==> src/rtl/arb_pkg.sv <==
// =============================================================================
// Module      : arb_pkg
// Description : Shared types, sizes and round-robin search helper for
//               rr_arbiter_3to8.
// Revision    : 1.0 - initial release
// =============================================================================
`default_nettype none

package arb_pkg;

    localparam int unsigned NUM_REQ = 8;
    localparam int unsigned IDX_W   = 3;

    typedef enum logic {
        IDLE  = 1'b0,
        GRANT = 1'b1
    } state_t;

    // Returns {found, idx}. The scan starts at last+1 with wrap, so the
    // requester at 'last' is the final candidate considered.
    function automatic logic [IDX_W:0] next_rr(
        input logic [NUM_REQ-1:0] req,
        input logic [IDX_W-1:0]   last
    );
        logic             found;
        logic [IDX_W-1:0] idx;
        logic [IDX_W-1:0] cand;
        found = 1'b0;
        idx   = last;
        for (int i = 1; i <= int'(NUM_REQ); i++) begin
            cand = last + IDX_W'(i);
            if (!found && req[cand]) begin
                found = 1'b1;
                idx   = cand;
            end
        end
        return {found, idx};
    endfunction

endpackage : arb_pkg

`default_nettype wire

==> src/rtl/decoder_3to8.sv <==
// =============================================================================
// Module      : decoder_3to8
// Description : 3-to-8 line decoder with enable; C is the MSB of the select.
// Revision    : 1.0 - initial release
// =============================================================================
`default_nettype none

module decoder_3to8 (
    input  logic       a,
    input  logic       b,
    input  logic       c,
    input  logic       en,
    output logic [7:0] y
);

    logic [2:0] w_sel;

    assign w_sel = {c, b, a};

    for (genvar i = 0; i < 8; i++) begin : g_line
        assign y[i] = en & (w_sel == 3'(i));
    end

endmodule : decoder_3to8

`default_nettype wire

==> src/rtl/rr_arbiter_3to8.sv <==
// =============================================================================
// Module      : rr_arbiter_3to8
// Description : Round-robin arbiter for 8 requesters driving a shared
//               3-to-8 decoder through registered select lines.
//               Optional macro ARB_HOLD_TIMEOUT_EN enables MAX_HOLD preemption.
// Revision    : 1.0 - initial release
// =============================================================================
`default_nettype none

module rr_arbiter_3to8
    import arb_pkg::*;
#(
    parameter int MAX_HOLD = 4,
    parameter int HOLD_W   = 4
) (
    input  logic               clk,
    input  logic               rst,
    input  logic [NUM_REQ-1:0] req,
    output logic [IDX_W-1:0]   gnt_idx,
    output logic               gnt_valid,
    output logic [NUM_REQ-1:0] gnt
);

    if (MAX_HOLD < 1 || MAX_HOLD > 15 || (1 << HOLD_W) <= MAX_HOLD) begin : g_bad_param
        $error("rr_arbiter_3to8: MAX_HOLD must be 1..15 and fit in HOLD_W bits");
    end

    state_t           r_state;
    logic [IDX_W-1:0] r_gnt_idx;
    logic             r_gnt_valid;
    logic [IDX_W-1:0] r_last;

    logic [IDX_W:0]   w_search;
    logic             w_found;
    logic [IDX_W-1:0] w_next_idx;
    logic             w_timeout;

    assign w_search   = next_rr(req, r_last);
    assign w_found    = w_search[IDX_W];
    assign w_next_idx = w_search[IDX_W-1:0];

`ifdef ARB_HOLD_TIMEOUT_EN
    localparam logic [HOLD_W-1:0] c_hold_last = HOLD_W'(MAX_HOLD - 1);

    logic [HOLD_W-1:0]  r_hold_cnt;
    logic [NUM_REQ-1:0] w_cur_mask;
    logic               w_others;

    assign w_cur_mask = NUM_REQ'(1) << r_gnt_idx;
    assign w_others   = |(req & ~w_cur_mask);
    assign w_timeout  = (r_hold_cnt == c_hold_last) && w_others;
`else
    assign w_timeout  = 1'b0;
`endif

    always_ff @(posedge clk or posedge rst) begin
        if (rst) begin
            r_state     <= IDLE;
            r_gnt_idx   <= '0;
            r_gnt_valid <= 1'b0;
            r_last      <= IDX_W'(NUM_REQ - 1);
`ifdef ARB_HOLD_TIMEOUT_EN
            r_hold_cnt  <= '0;
`endif
        end else begin
            case (r_state)
                IDLE: begin
                    if (w_found) begin
                        r_state     <= GRANT;
                        r_gnt_idx   <= w_next_idx;
                        r_gnt_valid <= 1'b1;
                        r_last      <= w_next_idx;
`ifdef ARB_HOLD_TIMEOUT_EN
                        r_hold_cnt  <= '0;
`endif
                    end
                end
                GRANT: begin
                    // A released grantee has req=0, so any search hit is another requester.
                    if (!req[r_gnt_idx] || w_timeout) begin
                        if (w_found) begin
                            r_gnt_idx   <= w_next_idx;
                            r_last      <= w_next_idx;
`ifdef ARB_HOLD_TIMEOUT_EN
                            r_hold_cnt  <= '0;
`endif
                        end else begin
                            r_state     <= IDLE;
                            r_gnt_valid <= 1'b0;
                        end
                    end else begin
`ifdef ARB_HOLD_TIMEOUT_EN
                        if (r_hold_cnt != c_hold_last) begin
                            r_hold_cnt <= r_hold_cnt + HOLD_W'(1);
                        end
`endif
                    end
                end
                default: begin
                    r_state     <= IDLE;
                    r_gnt_valid <= 1'b0;
                end
            endcase
        end
    end

    assign gnt_idx   = r_gnt_idx;
    assign gnt_valid = r_gnt_valid;

    decoder_3to8 u_decoder (
        .a  (r_gnt_idx[0]),
        .b  (r_gnt_idx[1]),
        .c  (r_gnt_idx[2]),
        .en (r_gnt_valid),
        .y  (gnt)
    );

endmodule : rr_arbiter_3to8

`default_nettype wire

==> config.mk <==
export PLATFORM = sky130hd
export DESIGN_NAME = rr_arbiter_3to8
export DESIGN_NICKNAME = d
export VERILOG_FILES = /design/src/rtl/arb_pkg.sv /design/src/rtl/decoder_3to8.sv /design/src/rtl/rr_arbiter_3to8.sv
export SDC_FILE = /design/constraint.sdc
export NUM_CORES = 1
export LEC_CHECK = 0
export BUFFER_PORTS_ARGS = -buffer_cell sky130_fd_sc_hd__buf_2
export CAP_MARGIN = 20
export CORE_MARGIN = 2
export CORE_UTILIZATION = 60
export DETAILED_ROUTE_END_ITERATION = 10
export GPL_TIMING_DRIVEN = 0
export HOLD_SLACK_MARGIN = 0.08
export PLACE_DENSITY = 0.95
export SKIP_LAST_GASP = 1
export SLEW_MARGIN = 20
export SYNTH_ARGS = -nofsm -noshare
export SYNTH_HDL_FRONTEND = slang
export SYNTH_HIERARCHICAL = 1
export SYNTH_SLANG_ARGS = --single-unit
==> constraint.sdc <==
create_clock -name clk -period 4.4 [get_ports clk]
set_input_delay 0.44 -clock clk [delete_from_list [all_inputs] [get_ports clk]]
set_output_delay 0.44 -clock clk [all_outputs]
set_load 0.01 [all_outputs]
**Yosys cells after proc, flatten, opt, wreduce, memory -nomap -nowiden**

Index checks and enable logic that the tools add are counted.

- Flip-flop bits (word level): 8
- Input bits: 10
- Output and inout port bits: 12

- $add $sub $neg: 7
- Order comparisons: 9
- Eq/ne operators: 10
- Mux-type cells: 47
- Bitwise gates (word level): 9
- Reduce and logical (&&, ||, !) cells: 16

Operator list:

| cell | number |
|---|---|
| less-than comparator 3 x 4 -> 1 bit (second input constant) | 9 |
| two-way mux 3 bit | 12 |
| binary-select mux 1 bit (select 3 bit) | 9 |
| two-way mux 1 bit | 22 |
| adder 3 bit (second input constant) | 4 |
| equality test 3 bit (second input constant) | 4 |
| case mux 3 bit (2 select lines) | 2 |
| bitwise AND 1 bit | 8 |
| logical AND 1 bit | 7 |
| logical NOT 1 bit | 7 |
| adder 3 x 2 -> 3 bit (second input constant) | 2 |
| equality test 3 x 2 -> 1 bit (second input constant) | 2 |
| inequality test 2 bit (second input constant) | 3 |
| case mux 1 bit (2 select lines) | 2 |
| adder 3 x 1 -> 3 bit (second input constant) | 1 |
| equality test 3 x 1 -> 1 bit (second input constant) | 1 |
| logical NOT 3 bit | 1 |
| AND reduction 3 bit | 1 |
| NOT 1 bit | 1 |

**Longest topological paths before layout**

Gate-level depths: netlist of the first run.

- Word-level depth: 28
- Gate-level depth with buffers: 12
- Gate-level depth less buffers: 10

**Modules after synthesis**

The synthesis of the first run kept the hierarchy.

By module, submodules not included:

| module | times used | cells each | area an instance (sq um) | sequential area each (sq um) |
|---|---|---|---|---|
| rr_arbiter_3to8 | 1 | 114 | 1189.9 | 203.9 |
| decoder_3to8 | 1 | 8 | 96.3 | 0.0 |

**Least setup slack after synthesis of the first run**

Ideal clock, no wire load.

- Kind: register to register
- Start: register r_last[0]
- End: register r_last[2]
- Setup time: 0.081 ns
- Arrival: 2.928 ns
- Path slack: 1.390 ns
- Cell stages (with the launch flop): 12
- Path buffers: 2
- Clock period less this slack: 3.010 ns
- Cells stage by stage: dfstp_2 -> buf_6 -> inv_1 -> ha_1 -> buf_6 -> mux4_2 -> mux2i_4 -> nand2_2 -> or3b_4 -> o21ai_4 -> nor3_2 -> a211oi_2

- Cells in the longest elaborated chain, start to end: 28
- Elaborated cells between the ends (all ways): 56
- Classes of those cells: 7 x add/sub; 35 x mux; 14 x reduce/logical

RTL lines:

| element | line | source |
|---|---|---|
| start: declaration | rr_arbiter_3to8.sv:31 | `logic [IDX_W-1:0] r_last;` |
| start signal: assignment | rr_arbiter_3to8.sv:61 | `r_last <= IDX_W'(NUM_REQ - 1);` |
| start signal: assignment | rr_arbiter_3to8.sv:72 | `r_last <= w_next_idx;` |
| start signal: assignment | rr_arbiter_3to8.sv:83 | `r_last <= w_next_idx;` |
| adder 3 x 1 -> 3 bit | arb_pkg.sv:31 | `cand = last + IDX_W'(i);` |
| binary-select mux 1 bit (select 3 bit) | arb_pkg.sv:32 | `if (!found && req[cand]) begin` |
| two-way mux 1 bit (implied by the code) | arb_pkg.sv:32 |  |
| two-way mux 1 bit | arb_pkg.sv:32 |  |
| logical NOT 1 bit | arb_pkg.sv:32 |  |
| logical AND 1 bit | arb_pkg.sv:32 |  |
| two-way mux 1 bit | arb_pkg.sv:32 |  |
| logical NOT 1 bit | arb_pkg.sv:32 |  |
| [12 not listed] | n/a |  |
| logical AND 1 bit | arb_pkg.sv:32 |  |
| two-way mux 1 bit | arb_pkg.sv:32 |  |
| logical NOT 1 bit | arb_pkg.sv:32 |  |
| logical AND 1 bit | arb_pkg.sv:32 |  |
| two-way mux 3 bit or two-way mux 1 bit (tied branches) | arb_pkg.sv:32 |  |
| two-way mux 3 bit (*) | rr_arbiter_3to8.sv:68, rr_arbiter_3to8.sv:81 |  |
| two-way mux 3 bit | rr_arbiter_3to8.sv:80 | `if (!req[r_gnt_idx] \|\| w_timeout) begin` |
| case mux 3 bit (2 select lines) (*) | rr_arbiter_3to8.sv:66 | `case (r_state)` |

Mark *: on every way between the ends. The rest lies on a longest branch, timed or not. The select of a mux whose other input is x is not followed.
A chain may end at the register's enable or synchronous reset.

**Worst setup path in the final report of the first run**

- Start: register r_last[0]
- End: register r_gnt_idx[2] (netlist: gnt_idx[2])

- Cells in the longest elaborated chain, start to end: 28
- Elaborated cells between the ends (all ways): 56
- Classes of those cells: 7 x add/sub; 35 x mux; 14 x reduce/logical

RTL lines:

| element | line | source |
|---|---|---|
| adder 3 x 1 -> 3 bit | arb_pkg.sv:31 |  |
| binary-select mux 1 bit (select 3 bit) | arb_pkg.sv:32 |  |
| two-way mux 1 bit (implied by the code) | arb_pkg.sv:32 |  |
| two-way mux 1 bit | arb_pkg.sv:32 |  |
| logical NOT 1 bit | arb_pkg.sv:32 |  |
| logical AND 1 bit | arb_pkg.sv:32 |  |
| two-way mux 1 bit | arb_pkg.sv:32 |  |
| logical NOT 1 bit | arb_pkg.sv:32 |  |
| [12 not listed] | n/a |  |
| logical AND 1 bit | arb_pkg.sv:32 |  |
| two-way mux 1 bit | arb_pkg.sv:32 |  |
| logical NOT 1 bit | arb_pkg.sv:32 |  |
| logical AND 1 bit | arb_pkg.sv:32 |  |
| two-way mux 3 bit or two-way mux 1 bit (tied branches) | arb_pkg.sv:32 |  |
| two-way mux 3 bit (*) | rr_arbiter_3to8.sv:68, rr_arbiter_3to8.sv:81 |  |
| two-way mux 3 bit | rr_arbiter_3to8.sv:80 |  |
| case mux 3 bit (2 select lines) (*) | rr_arbiter_3to8.sv:66 |  |
| end signal: assignment | rr_arbiter_3to8.sv:70 | `r_gnt_idx <= w_next_idx;` |
| end signal: assignment | rr_arbiter_3to8.sv:82 | `r_gnt_idx <= w_next_idx;` |
| end: declaration | rr_arbiter_3to8.sv:29 | `logic [IDX_W-1:0] r_gnt_idx;` |

Marks and branches as above.

==> results of run 1 <==
[cell families after synthesis]
logic type,share of synthesized area (%)
flops,15.9
simple gates,19.4
compound gates,16.6
mux,35.0
buf+inv,7.78
xor+xnor,3.41
fa+ha+maj,1.95
[routing by layer]
metal	track usage (%)	wire, µm	up-vias
li1	-	-	529
met1	37.2	1330	583
met2	49.3	1660	94
met3	4.46	251	18
met4	12.2	144	0
met5	0	0	-
[final cells by class]
| type | count | area, µm² |
|---|---|---|
| Multi-Input combinational cell | 98 | 982 |
| Fill cell | 137 | 551 |
| Sequential cell | 8 | 204 |
| Timing Repair Buffer | 21 | 105 |
| Buffer | 5 | 58.8 |
| Inverter | 11 | 41.3 |
| Tap cell | 27 | 33.8 |
| Clock buffer | 4 | 26.3 |
[cell usage in the layout, fill, tap and decap left out, types with 2 or more instances in the layout]
master	count
nand2_1	10
inv_1	11
nor3_2	2
ha_1	2
a21oi_1	7
and4b_2	3
mux2i_4	2
xor2_1	2
mux2i_1	8
buf_2	21
dfrtp_1	5
o21ai_0	5
dfstp_2	3
mux2_2	2
mux4_1	5
and4bb_2	3
nand3_1	2
clkbuf_4	3
buf_6	3
xnor2_1	3
a2111oi_0	2
nand2b_1	3
nor2_1	6
mux4_2	7
nor3_1	4
[sequential cells by signal (all words and copies together), names as in the netlist]
name and count:
gnt_idx 3, gnt_valid 1, r_last 3, r_state 1
[path summary, 6_finish.rpt]
path / from / to / slack (ns)
max in group asynchronous: rst / r_last[2] / 4.01
worst max-delay path: r_last[0] / gnt_idx[2] / 0.97
min in group clk: r_state / gnt_valid / 0.51
worst min register to register: r_state / gnt_valid / 0.51
worst max register to register: r_last[0] / gnt_idx[2] / 0.97
worst min-delay path: rst / gnt_valid / 0.11
[per-stage QoR]
| stage | setup slack (ns) | cell area [µm²] | hold slack [ns] | utilization, % | instances |
|---|---|---|---|---|---|
| after floorplan | 1.39 | 1290 | 0.254 | - | 122 |
| after CTS | 1.05 | 1450 | 0.119 | 72.5 | 174 |
| after global routing | 0.882 | 1450 | 0.119 | 72.5 | 174 |
| after detailed placement | 1.07 | 1430 | 0.390 | 71.2 | 170 |
| after global placement | 1.18 | 1430 | 0.375 | 71.2 | 170 |
| final | 0.973 | 1450 | 0.112 | 72.5 | 174 |
==> report_table.html, run 1 <==
<table>
<tr><th>Metric</th><th>Value</th></tr>
<tr><th colspan="2">Run status</th></tr>
<tr><td>Run status</td><td>completed</td></tr>
<tr><th colspan="2">Finish</th></tr>
<tr><td>Final #Nets</td><td>160</td></tr>
<tr><td>Signed area change from the synthesized netlist to the final layout</td><td>12.8%</td></tr>
<tr><td>Diode count</td><td>0</td></tr>
<tr><td>Ratio of cells with drive above 1 in the final layout</td><td>40.8%</td></tr>
<tr><th colspan="2">Clock network</th></tr>
<tr><td>Insertion delay of the later-clocked pin in the worst-skew pair</td><td>between 0.2 and 0.3 ns</td></tr>
<tr><td>CTS Hold Bufs</td><td>0</td></tr>
<tr><td>Clock-pin slew reported for the worst setup and hold paths after clock tree synthesis</td><td>around 0.06 ns</td></tr>
<tr><td>Buffers inserted by post-CTS timing repair</td><td>0</td></tr>
<tr><td>Clock tree from TritonCTS</td><td>yes</td></tr>
<tr><td>Clock sink total</td><td>8</td></tr>
<tr><td>Post-CTS Resized</td><td>0</td></tr>
<tr><td>Clock tree buffer depth</td><td>2</td></tr>
<tr><td>Clock Root Buffer</td><td>clkbuf_4</td></tr>
<tr><td>CTS H-Tree Depth</td><td>1</td></tr>
<tr><td>TritonCTS buffer count</td><td>3</td></tr>
<tr><th colspan="2">Global route</th></tr>
<tr><td>Maximum number of pins on one net before global-route repair</td><td>13</td></tr>
<tr><td>Global-route wire length before repair</td><td>about 5600 µm</td></tr>
<tr><td>Number of antenna violations at the first check in global routing</td><td>0</td></tr>
<tr><td>Remaining global-route overflow</td><td>0</td></tr>
<tr><td>Total global routing track utilization</td><td>29.2%</td></tr>
<tr><td>Number of global-route vias before repair</td><td>1246</td></tr>
<tr><th colspan="2">Flow run</th></tr>
<tr><td>Max Cap Viol</td><td>0</td></tr>
<tr><th colspan="2">Synth</th></tr>
<tr><td>Syn nets</td><td>134</td></tr>
<tr><td>Sequential share of the synthesized area</td><td>15.9%</td></tr>
<tr><td>Summed instance area of the synthesized netlist</td><td>around 1300 µm²</td></tr>
<tr><td>Average footprint of a synthesized cell</td><td>10.5 µm²</td></tr>
<tr><td>EDFF count, synth</td><td>0</td></tr>
<tr><td>Post-synth top area cell</td><td>mux4_2</td></tr>
<tr><td>Yosys warning count</td><td>6</td></tr>
<tr><td>Synth async-reset ratio</td><td>100%</td></tr>
<tr><td>Most common flop cell mapped by yosys</td><td>dfrtp_1</td></tr>
<tr><td>Post-synth top area share</td><td>12.3%</td></tr>
<tr><td>#FFs+latches synth</td><td>8</td></tr>
<tr><td>Library cell with the highest instance count after synthesis</td><td>inv_1</td></tr>
<tr><td>Number of distinct standard cells referenced by the synthesized netlist</td><td>45</td></tr>
<tr><td>Count of mapped cells out of synthesis</td><td>122</td></tr>
<tr><td>Synth area leaders</td><td>mux4_2 12%, mux4_1 10%, dfrtp_1 9.7%</td></tr>
<tr><td>Commonest cells post-synth</td><td>11 x inv_1, 10 x nand2_1, 8 x mux2i_1, 7 x a21oi_1, 7 x mux4_2</td></tr>
<tr><th colspan="2">Timing</th></tr>
<tr><td>Setup violations, final</td><td>0</td></tr>
<tr><td>Final hold violation count</td><td>0</td></tr>
<tr><td>Share of the clock period used by the worst path</td><td>77.9%</td></tr>
<tr><td>Final setup skew</td><td>roughly 0.0021 ns</td></tr>
<tr><td>Unrepaired setup endpoints after global routing</td><td>false</td></tr>
<tr><td>Transition time at the pin with the least slew margin</td><td>0.647 ns</td></tr>
<tr><td>Worst-case headroom to the max-slew limit</td><td>roughly 56%</td></tr>
<tr><td>Setup TNS Final</td><td>0 ns</td></tr>
<tr><td>Min Tclk post-route</td><td>3.43 ns</td></tr>
<tr><td>Number of pins exceeding their max-slew limit in the final report</td><td>0</td></tr>
<tr><td>Peak clock frequency supported by timing</td><td>slightly below 300 MHz</td></tr>
<tr><th colspan="2">Detailed routing</th></tr>
<tr><td>Routed via count</td><td>between 1000 and 1500</td></tr>
<tr><td>Detailed-route vias per instance</td><td>roughly 7</td></tr>
<tr><td>DRT iter0 DRCs</td><td>64</td></tr>
<tr><td>Antenna viol nets, final</td><td>0</td></tr>
<tr><td>Total detailed-routing wirelength</td><td>roughly 3400 µm</td></tr>
<tr><td>DR pass1 iterations</td><td>5</td></tr>
<tr><td>Post-route DRC violation count</td><td>0</td></tr>
<tr><td>Final routed wire length divided by cell count</td><td>19.5 µm</td></tr>
<tr><th colspan="2">Critical path</th></tr>
<tr><td>Critical path, cell by cell</td><td>buf_6 &gt; inv_1 &gt; ha_1 &gt; buf_6 &gt; mux4_2 &gt; mux2_2 &gt; a2111oi_0 &gt; a21oi_1 &gt; nor3_1 &gt; nor3_2</td></tr>
<tr><td>Worst path depth</td><td>10</td></tr>
<tr><td>Arrival time of data at the critical path endpoint</td><td>around 3.6 ns</td></tr>
<tr><td>Largest incremental delay on the critical path</td><td>roughly 0.61 ns</td></tr>
<tr><td>Required time at the endpoint of the critical path</td><td>4.53 ns</td></tr>
<tr><td>Most common cell on crit path</td><td>buf_6</td></tr>
<tr><td>CP max stage cell</td><td>mux4_2</td></tr>
<tr><td>Cell class contributing the biggest share of worst-path delay</td><td>multiplexers</td></tr>
<tr><td>Top fanout value on the critical path</td><td>10</td></tr>
<tr><td>Startpoint kind of the worst setup timing path</td><td>flip-flop</td></tr>
<tr><td>Worst-case reg-to-reg path depth</td><td>10</td></tr>
<tr><td>Count of buffer and inverter cells on the critical path</td><td>3</td></tr>
<tr><td>Critical Setup Path Class</td><td>reg -&gt; reg</td></tr>
<tr><td>Nature of the critical path endpoint</td><td>flip-flop</td></tr>
<tr><th colspan="2">Place</th></tr>
<tr><td>Detail Placement HPWL</td><td>between 2000 and 3000 µm</td></tr>
<tr><td>Number of buffers inserted by port buffering</td><td>21</td></tr>
<tr><td>Weighted congestion at the end of routability-driven global placement</td><td>approximately 0.90</td></tr>
<tr><th colspan="2">Die</th></tr>
<tr><td># rows</td><td>16</td></tr>
<tr><td>Initial standard-cell utilization of the core</td><td>64.3%</td></tr>
<tr><td>I/O pins</td><td>22</td></tr>
<tr><td>Die Outline Area</td><td>2530 µm²</td></tr>
<tr><td>Std-Cell Core Area</td><td>2000 µm²</td></tr>
<tr><td>DIE WIDTH</td><td>50.3 µm</td></tr>
<tr><td>Die Height</td><td>50.3 µm</td></tr>
<tr><th colspan="2">Worst hold path</th></tr>
<tr><td>Worst Hold Class</td><td>in -&gt; async</td></tr>
</table>
Power of run 1 is not shown: default switching activity piles up to over one toggle a cycle in this logic, so the estimate is an artifact.
==> run 2: changes to the inputs <==
- CORE_UTILIZATION: 60 -> 56
- PLACE_DENSITY: 0.95 -> 0.91
- clock period: 4.4 -> 3.3 ns (I/O delays scaled with it)
==> run 2 against run 1 <==
Net effect:
- sequential cell count unchanged
- utilization decreased by 2.1 points
- setup slack got worse by 0.92 ns
- cell count increased by 5.7%
- sequential share of layout area decreased by 0.83 points
- maximum frequency increased by 5.5%
- die area increased by 6.6%
- non-clock buffer count increased by 9
- register-to-register slack got worse by 0.92 ns
- routed wire length increased by 11%
==> report_table.html, run 2 (synthesis gave the netlist of run 1 again) <==
<table>
<tr><th>Metric</th><th>Value</th></tr>
<tr><th colspan="2">Critical path</th></tr>
<tr><td>Worst-case reg-to-reg path depth</td><td>12 (was 10)</td></tr>
<tr><td>Arrival time of data at the critical path endpoint</td><td>3.38 ns (was 3.55 ns)</td></tr>
<tr><td>Required time at the endpoint of the critical path</td><td>3.43 ns (was 4.53 ns)</td></tr>
<tr><td>Top fanout value on the critical path</td><td>10 (unchanged)</td></tr>
<tr><td>Nature of the critical path endpoint</td><td>flip-flop (unchanged)</td></tr>
<tr><td>Critical Setup Path Class</td><td>reg -&gt; reg (unchanged)</td></tr>
<tr><td>Reg2reg end</td><td>gnt_valid (was gnt_idx[2])</td></tr>
<tr><td>Register-to-register setup slack</td><td>0.05 ns (was 0.97 ns)</td></tr>
<tr><td>Startpoint kind of the worst setup timing path</td><td>flip-flop (unchanged)</td></tr>
<tr><td>RR Startpoint</td><td>r_last[0] (unchanged)</td></tr>
<tr><td>Crit path launch</td><td>r_last[0] (unchanged)</td></tr>
<tr><th colspan="2">Detailed routing</th></tr>
<tr><td>Final routed wire length divided by cell count</td><td>20.5 µm (was 19.5 µm)</td></tr>
<tr><td>Post-route DRC violation count</td><td>0 (unchanged)</td></tr>
<tr><td>DRT iter0 DRCs</td><td>54 (was 64)</td></tr>
<tr><td>Antenna viol nets, final</td><td>0 (unchanged)</td></tr>
<tr><td>Detailed-route vias per instance</td><td>6.91 (was 7.03)</td></tr>
<tr><td>DR pass1 iterations</td><td>4 (was 5)</td></tr>
<tr><td>Routed via count</td><td>1272 (was 1224)</td></tr>
<tr><td>Total detailed-routing wirelength</td><td>3770 µm (was 3390 µm)</td></tr>
<tr><th colspan="2">Die</th></tr>
<tr><td># rows</td><td>17 (was 16)</td></tr>
<tr><td>Initial standard-cell utilization of the core</td><td>58.7% (was 64.3%)</td></tr>
<tr><td>Die Height</td><td>51.9 µm (was 50.3 µm)</td></tr>
<tr><td>DIE WIDTH</td><td>51.9 µm (was 50.3 µm)</td></tr>
<tr><td>Std-Cell Core Area</td><td>2190 µm² (was 2000 µm²)</td></tr>
<tr><td>Die Outline Area</td><td>2700 µm² (was 2530 µm²)</td></tr>
<tr><td>I/O pins</td><td>22 (unchanged)</td></tr>
<tr><th colspan="2">Clock network</th></tr>
<tr><td>Insertion delay of the later-clocked pin in the worst-skew pair</td><td>0.27 ns (was 0.25 ns)</td></tr>
<tr><td>Clock sink total</td><td>8 (unchanged)</td></tr>
<tr><td>Clock tree from TritonCTS</td><td>yes (unchanged)</td></tr>
<tr><td>Clock-pin slew reported for the worst setup and hold paths after clock tree synthesis</td><td>0.06 ns (about the same)</td></tr>
<tr><td>Clock Root Buffer</td><td>clkbuf_4 (unchanged)</td></tr>
<tr><td>Clock tree buffer depth</td><td>2 (unchanged)</td></tr>
<tr><td>TritonCTS buffer count</td><td>3 (unchanged)</td></tr>
<tr><td>CTS H-Tree Depth</td><td>1 (unchanged)</td></tr>
<tr><th colspan="2">Global route</th></tr>
<tr><td>Met1 layer usage reported by global route</td><td>34.1% (was 37.2%)</td></tr>
<tr><td>Number of antenna violations at the first check in global routing</td><td>0 (unchanged)</td></tr>
<tr><td>Total global routing track utilization</td><td>27.0% (was 29.2%)</td></tr>
<tr><td>Global routing's busiest layer</td><td>met2 (unchanged)</td></tr>
<tr><td>Maximum number of pins on one net before global-route repair</td><td>13 (unchanged)</td></tr>
<tr><td>Met3 track utilization from global routing</td><td>2.59% (was 4.46%)</td></tr>
<tr><td>Met2 capacity usage during global routing</td><td>47.9% (was 49.3%)</td></tr>
<tr><td>Remaining global-route overflow</td><td>0 (unchanged)</td></tr>
<tr><td>Global-route wire length before repair</td><td>5350 µm (was 5630 µm)</td></tr>
<tr><td>Number of global-route vias before repair</td><td>1165 (was 1246)</td></tr>
<tr><th colspan="2">Timing</th></tr>
<tr><td>Final setup skew</td><td>0.00700 ns (was 0.00209 ns)</td></tr>
<tr><td>Final hold violation count</td><td>0 (unchanged)</td></tr>
<tr><td>Share of the clock period used by the worst path</td><td>98.4% (was 77.9%)</td></tr>
<tr><td>Number of pins exceeding their max-slew limit in the final report</td><td>0 (unchanged)</td></tr>
<tr><td>Min Tclk post-route</td><td>3.25 ns (was 3.43 ns)</td></tr>
<tr><td>Worst-case headroom to the max-slew limit</td><td>57.1% (was 56.4%)</td></tr>
<tr><td>Setup TNS Final</td><td>0 ns (unchanged)</td></tr>
<tr><td>Setup violations, final</td><td>0 (unchanged)</td></tr>
<tr><td>Worst hold slack across all endpoints</td><td>0.505 ns (was 0.112 ns)</td></tr>
<tr><td>Transition time at the pin with the least slew margin</td><td>0.639 ns (was 0.647 ns)</td></tr>
<tr><td>Peak clock frequency supported by timing</td><td>308 MHz (was 292 MHz)</td></tr>
<tr><th colspan="2">Finish</th></tr>
<tr><td>Area of the multi-input gates</td><td>995 µm² (was 982 µm²)</td></tr>
<tr><td>Most common cell after layout, fill and taps aside</td><td>buf_2 (unchanged)</td></tr>
<tr><td>Final #Nets</td><td>169 (was 160)</td></tr>
<tr><td>Final standard cell area without fillers</td><td>1540 µm² (was 1450 µm²)</td></tr>
<tr><td>Most used cells in the layout excluding fill and tap cells</td><td>21 x buf_2, 10 x nand2_1, 9 x inv_1 (was 21 x buf_2, 11 x inv_1, 10 x nand2_1)</td></tr>
<tr><td>Number of filler cells placed in the layout</td><td>138 (was 137)</td></tr>
<tr><td>Signed area change from the synthesized netlist to the final layout</td><td>19.9% (was 12.8%)</td></tr>
<tr><td>Final design utilization</td><td>70.4% (was 72.5%)</td></tr>
<tr><td>Ratio of cells with drive above 1 in the final layout</td><td>46.8% (was 40.8%)</td></tr>
<tr><td>Diode count</td><td>0 (unchanged)</td></tr>
<tr><td>Register area</td><td>204 µm² (unchanged)</td></tr>
<tr><th colspan="2">Run status</th></tr>
<tr><td>Run status</td><td>completed (unchanged)</td></tr>
<tr><th colspan="2">Worst hold path</th></tr>
<tr><td>Worst Hold Depth</td><td>1</td></tr>
<tr><td>Beginning of the worst hold path</td><td>r_state</td></tr>
<tr><td>Worst Hold Class</td><td>reg -&gt; reg (was in -&gt; async)</td></tr>
<tr><td>Terminating pin of the worst hold path</td><td>gnt_valid</td></tr>
<tr><th colspan="2">Place</th></tr>
<tr><td>Detail Placement HPWL</td><td>2550 µm (was 2610 µm)</td></tr>
<tr><td>Weighted congestion at the end of routability-driven global placement</td><td>0.860 (was 0.897)</td></tr>
<tr><td>Placed cell area</td><td>1430 µm² (about the same)</td></tr>
<tr><td>Number of buffers inserted by port buffering</td><td>21 (unchanged)</td></tr>
<tr><th colspan="2">Flow run</th></tr>
<tr><td>Max Cap Viol</td><td>0 (unchanged)</td></tr>
</table>
==> run 2: changes by cell type in the layout (fill, tap and decap cells not counted), sizes merged <==
cell         delta
dlygate4sd3     +1
inv             -1
buf             +8
clkinvlp        +1
==> run 2: worst max path at each step <==
stage                            end  slack (ns)
final                      gnt_valid        0.05
after detailed placement  gnt_idx[2]       0.007
after global placement     r_last[2]        0.07
after global routing       r_last[2]       -0.09
after CTS                 gnt_idx[2]        0.01
after floorplan            r_last[2]        0.29
==> run 2: layout make-up <==
type                    count  share of cell area [%]
repair buffers             30                    11.4
well taps                  28                    2.27
inverters                  11                    2.92
clock buffers               4                    1.70
multi-input cells          98                    64.5
flip-flops and latches      8                    13.2
plain buffers               5                    4.06
==> run 2: routing by layer <==
metal  part of all wire [%]  vias up
li1                       -      551
met5                      0        -
met1                     38      625
met3                    8.4       12
met4                    2.4        0
met2                     51       84
==> run 2: per-stage QoR <==
stage	cells	setup WS, ns
6_report	184	0.0513
5_1_grt	184	-0.0866
4_1_cts	176	0.0123
3_5_place_dp	171	0.00665
3_3_place_gp	171	0.0730
2_1_floorplan	122	0.290
==> run 2: worst max-delay path, cell delays in order, from the launching register on <==
cell and delay [ns]:
dfstp_2 0.58, buf_8 0.16, inv_1 0.11, ha_1 0.31, buf_6 0.15, mux4_2 0.57
mux2i_4 0.20, nand2_2 0.11, or3b_4 0.43, nor2_2 0.18, inv_2 0.08, a21oi_1 0.17
a31oi_1 0.07
==> run 2: timing repair <==
| action | CTS | global route |
|---|---|---|
| buffers inserted | 0 | 8 |
| resized for setup | 0 | 7 |
| endpoints found under the hold margin | 5 | 0 |
| hold buffers | 1 | 0 |
| setup endpoints to repair | 0 | 5 |
Power of run 2 is left out for the same reason.
